File: src/rtl/qarma128_pkg.sv
// Shared definitions for the QARMA-128 key ingest path: widths, the loader
// state encoding and the hexPi constant used by key specialisation.
package qarma128_pkg;

    localparam int N         = 128;
    localparam int KEY_W     = 256;
    localparam int WORD_W    = 64;
    localparam int NUM_WORDS = 4;

    // First 128 bits of the fractional part of pi, XORed into k0 for decryption.
    localparam logic [N-1:0] HEX_PI = 128'h243F6A8885A308D313198A2E03707344;

    typedef enum logic [1:0] {
        ST_LOAD = 2'd0,
        ST_SPEC = 2'd1,
        ST_HOLD = 2'd2
    } state_t;

endpackage

File: src/rtl/qarma128_key_loader_key_spec.sv
// key_spec: combinational key specialisation for QARMA-128.
// key[N+:N] is the whitening key w0, key[0+:N] is the core key k0.
// Encrypt: w0, w1 = o(w0), k0, k1 = k0.
// Decrypt: w0 = o(w0), w1 = w0, k0 = k0 ^ hexPi, k1 = MixColumns(k0).
// The state is 16 byte cells, cell i at bits [N-1-8i -: 8], row = i/4, col = i%4.
module key_spec
    import qarma128_pkg::*;
(
    input  logic             enc,
    input  logic [KEY_W-1:0] key,
    output logic [N-1:0]     w0,
    output logic [N-1:0]     w1,
    output logic [N-1:0]     k0,
    output logic [N-1:0]     k1
);

    // Orthomorphism o(x) = (x >>> 1) ^ (x >> (N-1)).
    function automatic logic [N-1:0] ortho(input logic [N-1:0] x);
        logic [N-1:0] rot;
        logic [N-1:0] msb;
        rot = {x[0], x[N-1:1]};
        msb = '0;
        msb[0] = x[N-1];
        return rot ^ msb;
    endfunction

    // Circulant coefficient sel: 0 -> zero, 1 -> rho1, 2 -> rho4, 3 -> rho5.
    function automatic logic [7:0] cell_mul(input logic [7:0] c, input logic [1:0] sel);
        logic [7:0] r;
        case (sel)
            2'd1:    r = {c[6:0], c[7]};
            2'd2:    r = {c[3:0], c[7:4]};
            2'd3:    r = {c[2:0], c[7:3]};
            default: r = 8'd0;
        endcase
        return r;
    endfunction

    // MixColumns with M = circ(0, rho1, rho4, rho5) applied per column.
    function automatic logic [N-1:0] mix_columns(input logic [N-1:0] x);
        logic [N-1:0] y;
        logic [7:0]   acc;
        y = '0;
        for (int c = 0; c < 4; c++) begin
            for (int r = 0; r < 4; r++) begin
                acc = 8'd0;
                for (int k = 0; k < 4; k++) begin
                    acc = acc ^ cell_mul(x[N-8-8*(4*k+c) +: 8], 2'((k - r) & 3));
                end
                y[N-8-8*(4*r+c) +: 8] = acc;
            end
        end
        return y;
    endfunction

    logic [N-1:0] w_w0_base;
    logic [N-1:0] w_k0_base;
    logic [N-1:0] w_w0_orth;

    assign w_w0_base = key[N +: N];
    assign w_k0_base = key[0 +: N];
    assign w_w0_orth = ortho(w_w0_base);

    // Select the encrypt or decrypt form of the specialised keys.
    always_comb begin
        w0 = w_w0_base;
        w1 = w_w0_orth;
        k0 = w_k0_base;
        k1 = w_k0_base;
        if (!enc) begin
            w0 = w_w0_orth;
            w1 = w_w0_base;
            k0 = w_k0_base ^ HEX_PI;
            k1 = mix_columns(w_k0_base);
        end
    end

endmodule

File: src/rtl/qarma128_key_loader.sv
// qarma128_key_loader: assembles a 256-bit master key from four 64-bit words,
// runs it through key_spec and holds w0/w1/k0/k1 until the consumer acks.
// Optional build macro QARMA_KEY_ZEROIZE_EN: the ack also clears the key
// register, w0/w1/k0/k1 and enc_o.
// Handshakes: a word transfers on a rising edge where key_word_valid and
// key_word_ready are both high; the key transfers on a rising edge where
// key_valid and key_ack are both high. key_ack outside HOLD has no effect.
module qarma128_key_loader
    import qarma128_pkg::*;
(
    input  logic              clk,
    input  logic              rst,
    input  logic              enc,
    input  logic [WORD_W-1:0] key_word,
    input  logic              key_word_valid,
    output logic              key_word_ready,
    output logic              key_valid,
    input  logic              key_ack,
    output logic              enc_o,
    output logic [N-1:0]      w0,
    output logic [N-1:0]      w1,
    output logic [N-1:0]      k0,
    output logic [N-1:0]      k1
);

    state_t           r_state;
    state_t           w_next_state;
    logic [1:0]       r_cnt;
    logic [KEY_W-1:0] r_key;
    logic             r_enc;
    logic             r_enc_o;
    logic [N-1:0]     r_w0, r_w1, r_k0, r_k1;
    logic [N-1:0]     w_w0, w_w1, w_k0, w_k1;
    logic             w_word_hs;
    logic             w_key_hs;
    logic             w_ready;
    logic             w_valid;

    key_spec u_key_spec (
        .enc (r_enc),
        .key (r_key),
        .w0  (w_w0),
        .w1  (w_w1),
        .k0  (w_k0),
        .k1  (w_k1)
    );

    // Next-state and handshake decode.
    always_comb begin
        w_next_state = r_state;
        w_ready      = 1'b0;
        w_valid      = 1'b0;
        case (r_state)
            ST_LOAD: begin
                w_ready = 1'b1;
                if (key_word_valid && r_cnt == 2'(NUM_WORDS - 1)) begin
                    w_next_state = ST_SPEC;
                end
            end
            ST_SPEC: begin
                w_next_state = ST_HOLD;
            end
            ST_HOLD: begin
                w_valid = 1'b1;
                if (key_ack) begin
                    w_next_state = ST_LOAD;
                end
            end
            default: begin
                w_next_state = ST_LOAD;
            end
        endcase
    end

    assign w_word_hs = key_word_valid & w_ready;
    assign w_key_hs  = key_ack & w_valid;

    // State register.
    always_ff @(posedge clk) begin
        if (rst) begin
            r_state <= ST_LOAD;
        end else begin
            r_state <= w_next_state;
        end
    end

    // Word capture, mode latch, specialised-key registers and optional zeroize.
    always_ff @(posedge clk) begin
        if (rst) begin
            r_cnt   <= 2'd0;
            r_key   <= '0;
            r_enc   <= 1'b0;
            r_enc_o <= 1'b0;
            r_w0    <= '0;
            r_w1    <= '0;
            r_k0    <= '0;
            r_k1    <= '0;
        end else begin
            if (w_word_hs) begin
                r_key[int'(r_cnt)*WORD_W +: WORD_W] <= key_word;
                r_cnt <= r_cnt + 2'd1;
                if (r_cnt == 2'd0) begin
                    r_enc <= enc;
                end
            end
            if (r_state == ST_SPEC) begin
                r_w0    <= w_w0;
                r_w1    <= w_w1;
                r_k0    <= w_k0;
                r_k1    <= w_k1;
                r_enc_o <= r_enc;
            end
`ifdef QARMA_KEY_ZEROIZE_EN
            if (w_key_hs) begin
                r_key   <= '0;
                r_w0    <= '0;
                r_w1    <= '0;
                r_k0    <= '0;
                r_k1    <= '0;
                r_enc_o <= 1'b0;
            end
`else
            if (w_key_hs) begin
                r_enc_o <= r_enc_o;
            end
`endif
        end
    end

    assign key_word_ready = w_ready;
    assign key_valid      = w_valid;
    assign enc_o          = r_enc_o;
    assign w0             = r_w0;
    assign w1             = r_w1;
    assign k0             = r_k0;
    assign k1             = r_k1;

endmodule
File: config.mk
export PLATFORM = sky130hd
export DESIGN_NAME = qarma128_key_loader
export DESIGN_NICKNAME = d
export VERILOG_FILES = /design/src/rtl/qarma128_pkg.sv /design/src/rtl/qarma128_key_loader_key_spec.sv /design/src/rtl/qarma128_key_loader.sv
export SDC_FILE = /design/constraint.sdc
export NUM_CORES = 1
export LEC_CHECK = 0
export BUFFER_PORTS_ARGS = -buffer_cell sky130_fd_sc_hd__buf_2
export CAP_MARGIN = 0
export CORE_ASPECT_RATIO = 0.6
export CORE_MARGIN = 10
export CORE_UTILIZATION = 60
export CTS_CLUSTER_SIZE = 24
export DETAILED_ROUTE_END_ITERATION = 6
export PLACE_DENSITY = 0.84
export SLEW_MARGIN = 20
export SYNTH_ARGS = -nofsm -noshare
export SYNTH_HDL_FRONTEND = slang
export SYNTH_SLANG_ARGS = --single-unit
File: constraint.sdc
create_clock -name clk -period 3.6 [get_ports clk]
set_input_delay 0.54 -clock clk [delete_from_list [all_inputs] [get_ports clk]]
set_output_delay 0.54 -clock clk [all_outputs]
set_load 0.02 [all_outputs]
==> results of run 1 <==
## metal layers
| metal | global-route usage [%] | routed length [um] | vias up |
|---|---|---|---|
| li1 | - | - | 14721 |
| met1 | 43.0 | 44800 | 15111 |
| met2 | 49.9 | 50600 | 1724 |
| met3 | 12.9 | 15100 | 304 |
| met4 | 12.1 | 4460 | 0 |
| met5 | 0 | 0 | - |
## kinds of logic after synthesis
group	synth area share (%)
simple gates	24.9
compound gates	18.8
fa+ha+maj	0.191
xor+xnor	2.74
mux	0.641
buf+inv	5.56
flops	47.2
## power breakdown
group          total [uW]  internal (uW)  leakage, uW  switching, uW
clock                7670           4350      0.00118           3320
sequential           8840           8670      0.00624            171
combinational        1450            388      0.00737           1060
## final cells by class
type,instances,area [um^2],share of cell area [%]
Clock buffer,104,2130,5.62
Tap cell,714,893,2.35
Multi-Input combinational cell,2863,15700,41.2
Inverter,3,12.5,0.0329
Antenna cell,2,5.00,0.0132
Sequential cell,774,15500,40.8
Clock inverter,23,216,0.570
Timing Repair Buffer,630,3570,9.40
## registers in the layout (all words and copies together) (netlist names)
signal,flops
r_key,256
k0,128
k1,128
w0,128
w1,128
r_cnt,2
r_state,2
enc_o,1
r_enc,1
## through the flow
| stage | area [um^2] | std cells | utilization (%) | total power [uW] |
|---|---|---|---|---|
| global placement | 35600 | 4984 | 65.7 | 10400 |
| floorplan | 32800 | 4050 | - | 9920 |
| global route | 38000 | 5112 | 70.1 | 18400 |
| CTS | 37900 | 5111 | 70.0 | 17900 |
| detailed placement | 35600 | 4984 | 65.7 | 10400 |
| finish | 38000 | 5113 | 70.1 | 18000 |
## worst min path at each step
stage / slack, ps / to
6_report: 200 / r_enc$_SDFFE_PP0P_
5_1_grt: 190 / r_enc$_SDFFE_PP0P_
4_1_cts: 170 / r_enc$_SDFFE_PP0P_
3_5_place_dp: 440 / k0[87]$_SDFFE_PP0N_
3_3_place_gp: 430 / k0[12]$_SDFFE_PP0N_
2_1_floorplan: 450 / r_key[130]$_SDFFE_PP0P_
## tightest hold or removal path, delay by kind of cell
family / cells / cell delay, ps
buf+inv: 1 / 110
compound gates: 1 / 50
simple gates: 1 / 50
## cells in the mapped netlist (all sizes together) (2+ instances only)
library cell / number
nor3b: 5
nor4bb: 3
and4bb: 2
nand3: 364
nor2: 313
a211oi: 272
or3: 108
o21bai: 107
ha: 5
a21oi: 497
nand4bb: 4
a31oi: 110
and2: 18
nor3: 253
nand4: 2
nor4b: 2
mux2i: 21
nand2: 501
o21ai: 18
dfxtp: 774
nand2b: 2
buf: 194
xnor2: 99
and4b: 2
nor2b: 147
or4: 2
o211ai: 2
clkbuf: 216
inv: 3
==> summary.md, run 1 <==
| Metric | Value |
|---|---|
| Outcome | complete, but fails checks |
| Violations in the final reports | design-rule violations |
| Average via count per standard cell | 6.23 |
| Vertical die dimension | 201 um |
| H-tree level count | 3 |
| Power Density | 473 nW/um^2 |
| Die Footprint | 64700 um^2 |
| Total nets after synthesis | 4124 |
| Gpl congestion | 0.970 |
| Number of nets with antenna violations after detailed routing | 0 |
| Final setup slack of the worst path | 925 ps |
| Setup CP Type | reg -> reg |
| First-pass GRT wire length | 173000 um |
| Leftover overflow at the end of global routing | 0 |
| TritonCTS Buffers | 70 |
| Width of the die | 322 um |
| First-pass DRT Iterations | 7 |
| Delay-heaviest family, CP | simple AND/OR/NAND/NOR gates |
| Post-Synthesis Cells | 4050 |
| LEAKAGE | 0.0148 uW |
| Total stage count of the critical path | 6 |
| Critical R2R Launch | r_cnt[0]$_SDFFE_PP0P_ |
| Layout overhead on the synthesized area | 15.8% |
| Initial core utilization | 60.6% |
| Cell depth of the worst hold path | 3 |
| Aggregate global-route resource usage | 33.3% |
| Total buffers and inverters traversed by the critical path | 2 |
| Pre-CTS worst setup slack | 1030 ps |
| Number of fillers in the final layout | 4264 |
| Biggest area consumer among synthesized cells | sky130_fd_sc_hd__dfxtp_1 |
| R2R cell count | 6 |
| Number of pins with negative max-slew slack in the final report | 0 |
| Nature of the critical path endpoint | flop |
| Final Critical Period | 2680 ps |
| Max-Cap Viols | 0 |
| Via Count | 31860 |
| Reg-to-reg setup timing slack | 920 ps |
| Number of enable flip-flop cells after synthesis | 0 |
| Total number of clock tree sinks | 774 |
| Standard cell with the maximum stage delay on the critical path | sky130_fd_sc_hd__and3b_2 |
| Clock tree from TritonCTS | built |
| Critical path launch point type | flop |
| Worst slack on hold paths | 200 ps |
| Cell Rows | 66 |
| Termination of the worst setup path | r_key[120]$_SDFFE_PP0P_ |
| Req. time, crit path | 4120 ps |
| Hold wc startpoint | enc |
| Final clock period utilization by the worst path | 74.3% |
| CTS clk-pin slew, worst paths | 70 ps |
| YS warnings | 0 |
| Start point of the critical path | r_cnt[0]$_SDFFE_PP0P_ |
| Mean cell area of the mapped netlist | 8.10 um^2 |
| Area share of the largest cell type after synthesis | 47.2% |
| Final #Nets | 4416 |
| Capture instance of the worst register-to-register path | r_key[120]$_SDFFE_PP0P_ |
| Number of global-route vias before repair | 28564 |
| Finish-stage setup viols | 0 |
| Fraction of layout cells with a size suffix above 1 | 17.9% |
| Chain of cells forming the critical path | inv_1 > ha_1 > and3b_2 > buf_4 > nand3_1 > a21oi_1 |
| Largest net degree at the start of global routing | 178 |
| Distinct cell type count after synthesis | 40 |
| Synth Register Bits | 774 |
| Final routed wire length divided by cell count | 22.5 um |
| Post-CTS Hold Buffers | 0 |
| Share of synthesized area occupied by flip-flops and latches | 47.2% |
| Highest cell delay on the worst timing path | 640 ps |
| Standard cell core area | 54200 um^2 |
| Worst Path Max Fanout | 30 |
| Worst min path class | in -> reg |
| Data arrival at the endpoint of the critical path | 3200 ps |
| Hold violation total from the final report | 0 |
| Worst skew pair latency | 600 ps |
| Top library cells by usage in the layout, fill and taps aside | 773 x sky130_fd_sc_hd__dfxtp_1, 582 x sky130_fd_sc_hd__buf_2, 501 x sky130_fd_sc_hd__nand2_1 |
| Setup total negative slack | 0 ps |
| Most frequently used flop master after synthesis | sky130_fd_sc_hd__dfxtp_1 |
| Actual transition at the worst max-transition pin | 1310 ps |
| Port-buffer cells | 583 |
| Half-perimeter wire length after detailed placement | 80300 um |
| Drt drc | 2 |
| Async set-reset flop share out of synthesis | 0% |
| Cell area after synthesis | 32800 um^2 |
| Worst slew slack as a fraction of its limit | 12.1% |
| Most common library cell in the layout ignoring fill and taps | sky130_fd_sc_hd__dfxtp_1 |
| WL final | 115000 um |
| Fmax | 374 MHz |
| First-iteration detailed-routing DRC count | 4344 |
| Resized cells post-CTS | 0 |
| Bufs on Longest Clock Path | 3 |
| Initial antenna violation count | 2 |
| Setup skew after layout | 36.6 ps |
| Buffer count from post-CTS setup fixing | 0 |
| Largest cells by area after synthesis | sky130_fd_sc_hd__dfxtp_1 47%, sky130_fd_sc_hd__a21oi_1 7.4%, sky130_fd_sc_hd__a211oi_1 6.2%, sky130_fd_sc_hd__nand2_1 5.7%, sky130_fd_sc_hd__nand3_1 5.4% |
| Clock Tree Root | sky130_fd_sc_hd__clkbuf_16 |
| Top-Level Pins | 584 |
| Peak supply drop | 0.408 mV |
| Unrepaired setup endpoints after global routing | no |
Note: power is estimated with default switching activity, not from simulation.
==> inputs of run 2 (changes only) <==
ABC_AREA = 1   (was not set)
CORE_UTILIZATION = 51   (was 60)
PLACE_DENSITY = 0.76   (was 0.84)
clock period = 2.23 ns   (was 3.6 ns; I/O delays follow)
==> run 2 against run 1 <==
Net effect:
- die area increased by 15%
- clock power grew 68%
- largest power group unchanged
- synthesized cell count up 8.5%
- synthesized area down 1.1%
- cell count up 11%
- worst setup slack worse by 730 ps
- sequential cell count is the same
- clock skew fell by 4.2 ps
- critical endpoint is now r_key[225]$_SDFFE_PP0P_
- critical path depth grew 2
- the run still ends with design-rule violations left
- utilization fell by 8.9 points
- sequential power rose by 66%
==> summary.md, run 2 <==
| Metric | Value |
|---|---|
| Fmax | 492 MHz (+32%) |
| Average via count per standard cell | 5.94 (-4.7%) |
| Async set-reset flop share out of synthesis | 0% (unchanged) |
| First-iteration detailed-routing DRC count | 4302 (-0.97%) |
| Cell with the most instances after synthesis | sky130_fd_sc_hd__nand2_1 |
| Most frequently used flop master after synthesis | sky130_fd_sc_hd__dfxtp_1 |
| Synthesized-area fraction occupied by and/or/nand/nor cells | 18.3% (-6.6 points) |
| Power Density | 811 nW/um^2 (+71%) |
| Worst slack on hold paths | 35.9 ps (-164 ps) |
| Total nets after synthesis | 4469 (+8.4%) |
| Clock Tree Root | sky130_fd_sc_hd__clkbuf_16 |
| Top cell types by occurrence after synthesis | 948 x sky130_fd_sc_hd__nand2_1, 774 x sky130_fd_sc_hd__dfxtp_1, 632 x sky130_fd_sc_hd__o21ai_0 |
| Worst Path Max Fanout | 35 (+17%) |
| Start point of the critical path | r_cnt[1]$_SDFFE_PP0P_ |
| Met3 routed WL | 15000 um (-0.11%) |
| Biggest area consumer among synthesized cells | sky130_fd_sc_hd__dfxtp_1 |
| H-tree level count | 3 (unchanged) |
| Synthesized-area fraction occupied by xor and xnor cells | 1.81% (-0.93 points) |
| Final routed wire length divided by cell count | 22.5 um (+0.21%) |
| Number of global-route vias before repair | 30537 (+6.9%) |
| Setup skew after layout | 32.5 ps (-4.16 ps) |
| Aggregate global-route resource usage | 32.3% (-0.94 points) |
| Hold violation total from the final report | 0 (unchanged) |
| Req. time, crit path | 2780 ps (-1340 ps) |
| Port-buffer cells | 583 (unchanged) |
| Distinct cell type count after synthesis | 26 (-35%) |
| Clock tree from TritonCTS | built |
| Compound-cell area share of the yosys netlist | 24.9% (+6.1 points) |
| Drt drc | 1 (-1) |
| Standard cell core area | 62800 um^2 (+16%) |
| Worst min path class | in -> reg |
| Nature of the critical path endpoint | flop |
| Number of fillers in the final layout | 5739 (+35%) |
| Capture instance of the worst register-to-register path | r_key[225]$_SDFFE_PP0P_ |
| Cell area after synthesis | 32400 um^2 (-1.1%) |
| Buffer count from post-CTS setup fixing | 0 (unchanged) |
| Main combinational cell family by area after synthesis | compound AO/OA/AOI/OAI gates |
| Die Footprint | 74400 um^2 (+15%) |
| Highest layer used for signal routing | met5 |
| Actual transition at the worst max-transition pin | 871 ps (-439 ps) |
| Number of enable flip-flop cells after synthesis | 0 (unchanged) |
| Gpl congestion | 1.05 (+7.9%) |
| Area share of the largest cell type after synthesis | 47.8% (+0.54 points) |
| Synth Register Bits | 774 (unchanged) |
| Cell Rows | 71 (+7.6%) |
| Outcome | complete, but fails checks |
| Critical path launch point type | flop |
| Final setup slack of the worst path | 199 ps (-725 ps) |
| Vertical die dimension | 215 um (+7.1%) |
| Setup total negative slack | 0 ps (unchanged) |
| Register with the most flip-flops | r_key |
| Data arrival at the endpoint of the critical path | 2580 ps (-620 ps) |
| Length of routed met2 wiring | 56100 um (+11%) |
| Largest net degree at the start of global routing | 112 (-37%) |
| Initial antenna violation count | 10 (+8) |
| R2R cell count | 8 (+2) |
| Post-Synthesis Cells | 4395 (+8.5%) |
| Top library cells by usage in the layout, fill and taps aside | 944 x sky130_fd_sc_hd__nand2_1, 772 x sky130_fd_sc_hd__dfxtp_1, 632 x sky130_fd_sc_hd__o21ai_0 |
| Final #Nets | 4858 (+10%) |
| Top-Level Pins | 584 (unchanged) |
| Final clock period utilization by the worst path | 91.1% (+17 points) |
| YS warnings | 0 (unchanged) |
| Largest register FFs | 256 (unchanged) |
| M1 WL | 52100 um (+16%) |
| WL final | 128000 um (+11%) |
| Total number of clock tree sinks | 774 (unchanged) |
| Share of synthesized area occupied by flip-flops and latches | 47.8% (+0.54 points) |
| Most common library cell in the layout ignoring fill and taps | sky130_fd_sc_hd__nand2_1 |
| Mux cell area share after synthesis | 0% (-0.64 points) |
| Fraction of layout cells with a size suffix above 1 | 17.3% (-0.60 points) |
| Leftover overflow at the end of global routing | 0 (unchanged) |
| Initial core utilization | 51.6% (-8.9 points) |
| Worst slew slack as a fraction of its limit | 42.0% (+30 points) |
| Critical R2R Launch | r_cnt[1]$_SDFFE_PP0P_ |
| Via Count | 33758 (+6.0%) |
| LEAKAGE | 0.0168 uW (+13%) |
| Number of nets with antenna violations after detailed routing | 0 (unchanged) |
| Mean cell area of the mapped netlist | 7.38 um^2 (-8.9%) |
| Finish-stage setup viols | 0 (unchanged) |
| Bufs on Longest Clock Path | 3 (unchanged) |
| CTS clk-pin slew, worst paths | 80 ps (about the same) |
| Reg-to-reg setup timing slack | 200 ps (-730 ps) |
| Setup CP Type | reg -> reg |
| Peak supply drop | 0.529 mV (+30%) |
| First-pass GRT wire length | 191000 um (+11%) |
| First-pass DRT Iterations | 7 (unchanged) |
| Worst skew pair latency | 640 ps (+40 ps) |
| Final Critical Period | 2030 ps (-645 ps) |
| TritonCTS Buffers | 72 (+2.9%) |
| Half-perimeter wire length after detailed placement | 92200 um (+15%) |
| Unrepaired setup endpoints after global routing | no |
| Largest cells by area after synthesis | sky130_fd_sc_hd__dfxtp_1 48%, sky130_fd_sc_hd__nand2_1 11%, sky130_fd_sc_hd__o21ai_0 9.8%, sky130_fd_sc_hd__a21oi_1 9.7%, sky130_fd_sc_hd__a31oi_1 4.8% |
| Violations in the final reports | design-rule violations |
| Layout overhead on the synthesized area | 18.6% |
| Synthesized-area fraction occupied by adder cells | 0.193% (+0.0022 points) |
| Pre-CTS worst setup slack | 272 ps (-756 ps) |
| Termination of the worst setup path | r_key[225]$_SDFFE_PP0P_ |
| Width of the die | 346 um (+7.4%) |
| Max-Cap Viols | 0 (unchanged) |
| Number of pins with negative max-slew slack in the final report | 0 (unchanged) |
## run 2: cell types whose count changed in the layout (fill, tap and decap cells not counted), sizes merged, moves of 108 or more
cell and delta:
or3 -108, nand3 -117, a211oi -272, inv +178, o21ai +638, nor2b -147, nor3 -253, nand2 +451
a21oi +133, a31oi +139
## run 2: layout make-up
class | instances | area, um^2 | share of cell area (%)
sequential | 774 | 15500 | 40.3
multi-input combinational | 3080 | 14700 | 38.2
timing repair buffer | 674 | 4130 | 10.7
clock buffer | 108 | 2130 | 5.53
tap | 839 | 1050 | 2.73
inverter | 182 | 696 | 1.81
clock inverter | 18 | 265 | 0.689
antenna | 8 | 20.0 | 0.0520
## run 2: cells by family (layout without fill, tap and decap cells)
family,after synthesis,count (layout)
buffers and inverters,541,982
xor gates and xnor gates,67,67
and+or+nand+nor,1463,1463
DFF,774,774
AOI/OAI and AO/OA,1545,1545
adders and majority gates,5,5
other,0,8
## run 2: worst min path at each step
stage                                  from                       to  slack, ps  cells past startpoint
floorplan           r_key[253]$_SDFFE_PP0P_  r_key[253]$_SDFFE_PP0P_        440                      2
global placement       k1[100]$_SDFFE_PP0N_     k1[100]$_SDFFE_PP0N_        450                      2
detailed placement     k1[100]$_SDFFE_PP0N_     k1[100]$_SDFFE_PP0N_        460                      2
CTS                            key_word[29]  r_key[157]$_SDFFE_PP0P_         10                      3
global route                   key_word[21]  r_key[149]$_SDFFE_PP0P_         10                      3
finish                         key_word[18]  r_key[146]$_SDFFE_PP0P_         40                      3
## run 2: timing repair
| item | 4_1_cts | 5_1_grt |
|---|---|---|
| gates resized for setup | 0 | 0 |
| endpoints found under the hold margin | 1 | 0 |
| setup endpoints to repair | 0 | 0 |
| hold buffers | 1 | 0 |
## run 2: report_power, final
part	switching [uW]	internal, uW
combinational	2590	1080
clock	5540	7320
sequential	466	14200
total	8600	22600
## run 2: routing by layer
metal	vias to the layer above	track usage [%]
li1	15696	-
met1	15876	43.0
met2	1911	48.9
met3	273	10.1
met4	2	11.3
met5	-	0
## run 2: worst max-delay path: stages, from the launching register on
cell,delay [ps]
sky130_fd_sc_hd__dfxtp_1,360
sky130_fd_sc_hd__inv_1,100
sky130_fd_sc_hd__ha_1,220
sky130_fd_sc_hd__inv_1,190
sky130_fd_sc_hd__nand2_2,350
sky130_fd_sc_hd__buf_12,310
sky130_fd_sc_hd__nor2_1,130
sky130_fd_sc_hd__nand3_1,90
sky130_fd_sc_hd__a21oi_1,160
## run 2: through the flow
step | cells | total power [uW] | util (%) | area (um^2)
final | 5683 | 31200 | 61.3 | 38500
after detailed placement | 5548 | 18500 | 57.4 | 36100
after global routing | 5680 | 32200 | 61.3 | 38500
after global placement | 5548 | 18500 | 57.4 | 36100
after CTS | 5675 | 31100 | 61.2 | 38500
after floorplan | 4395 | 17200 | - | 32400
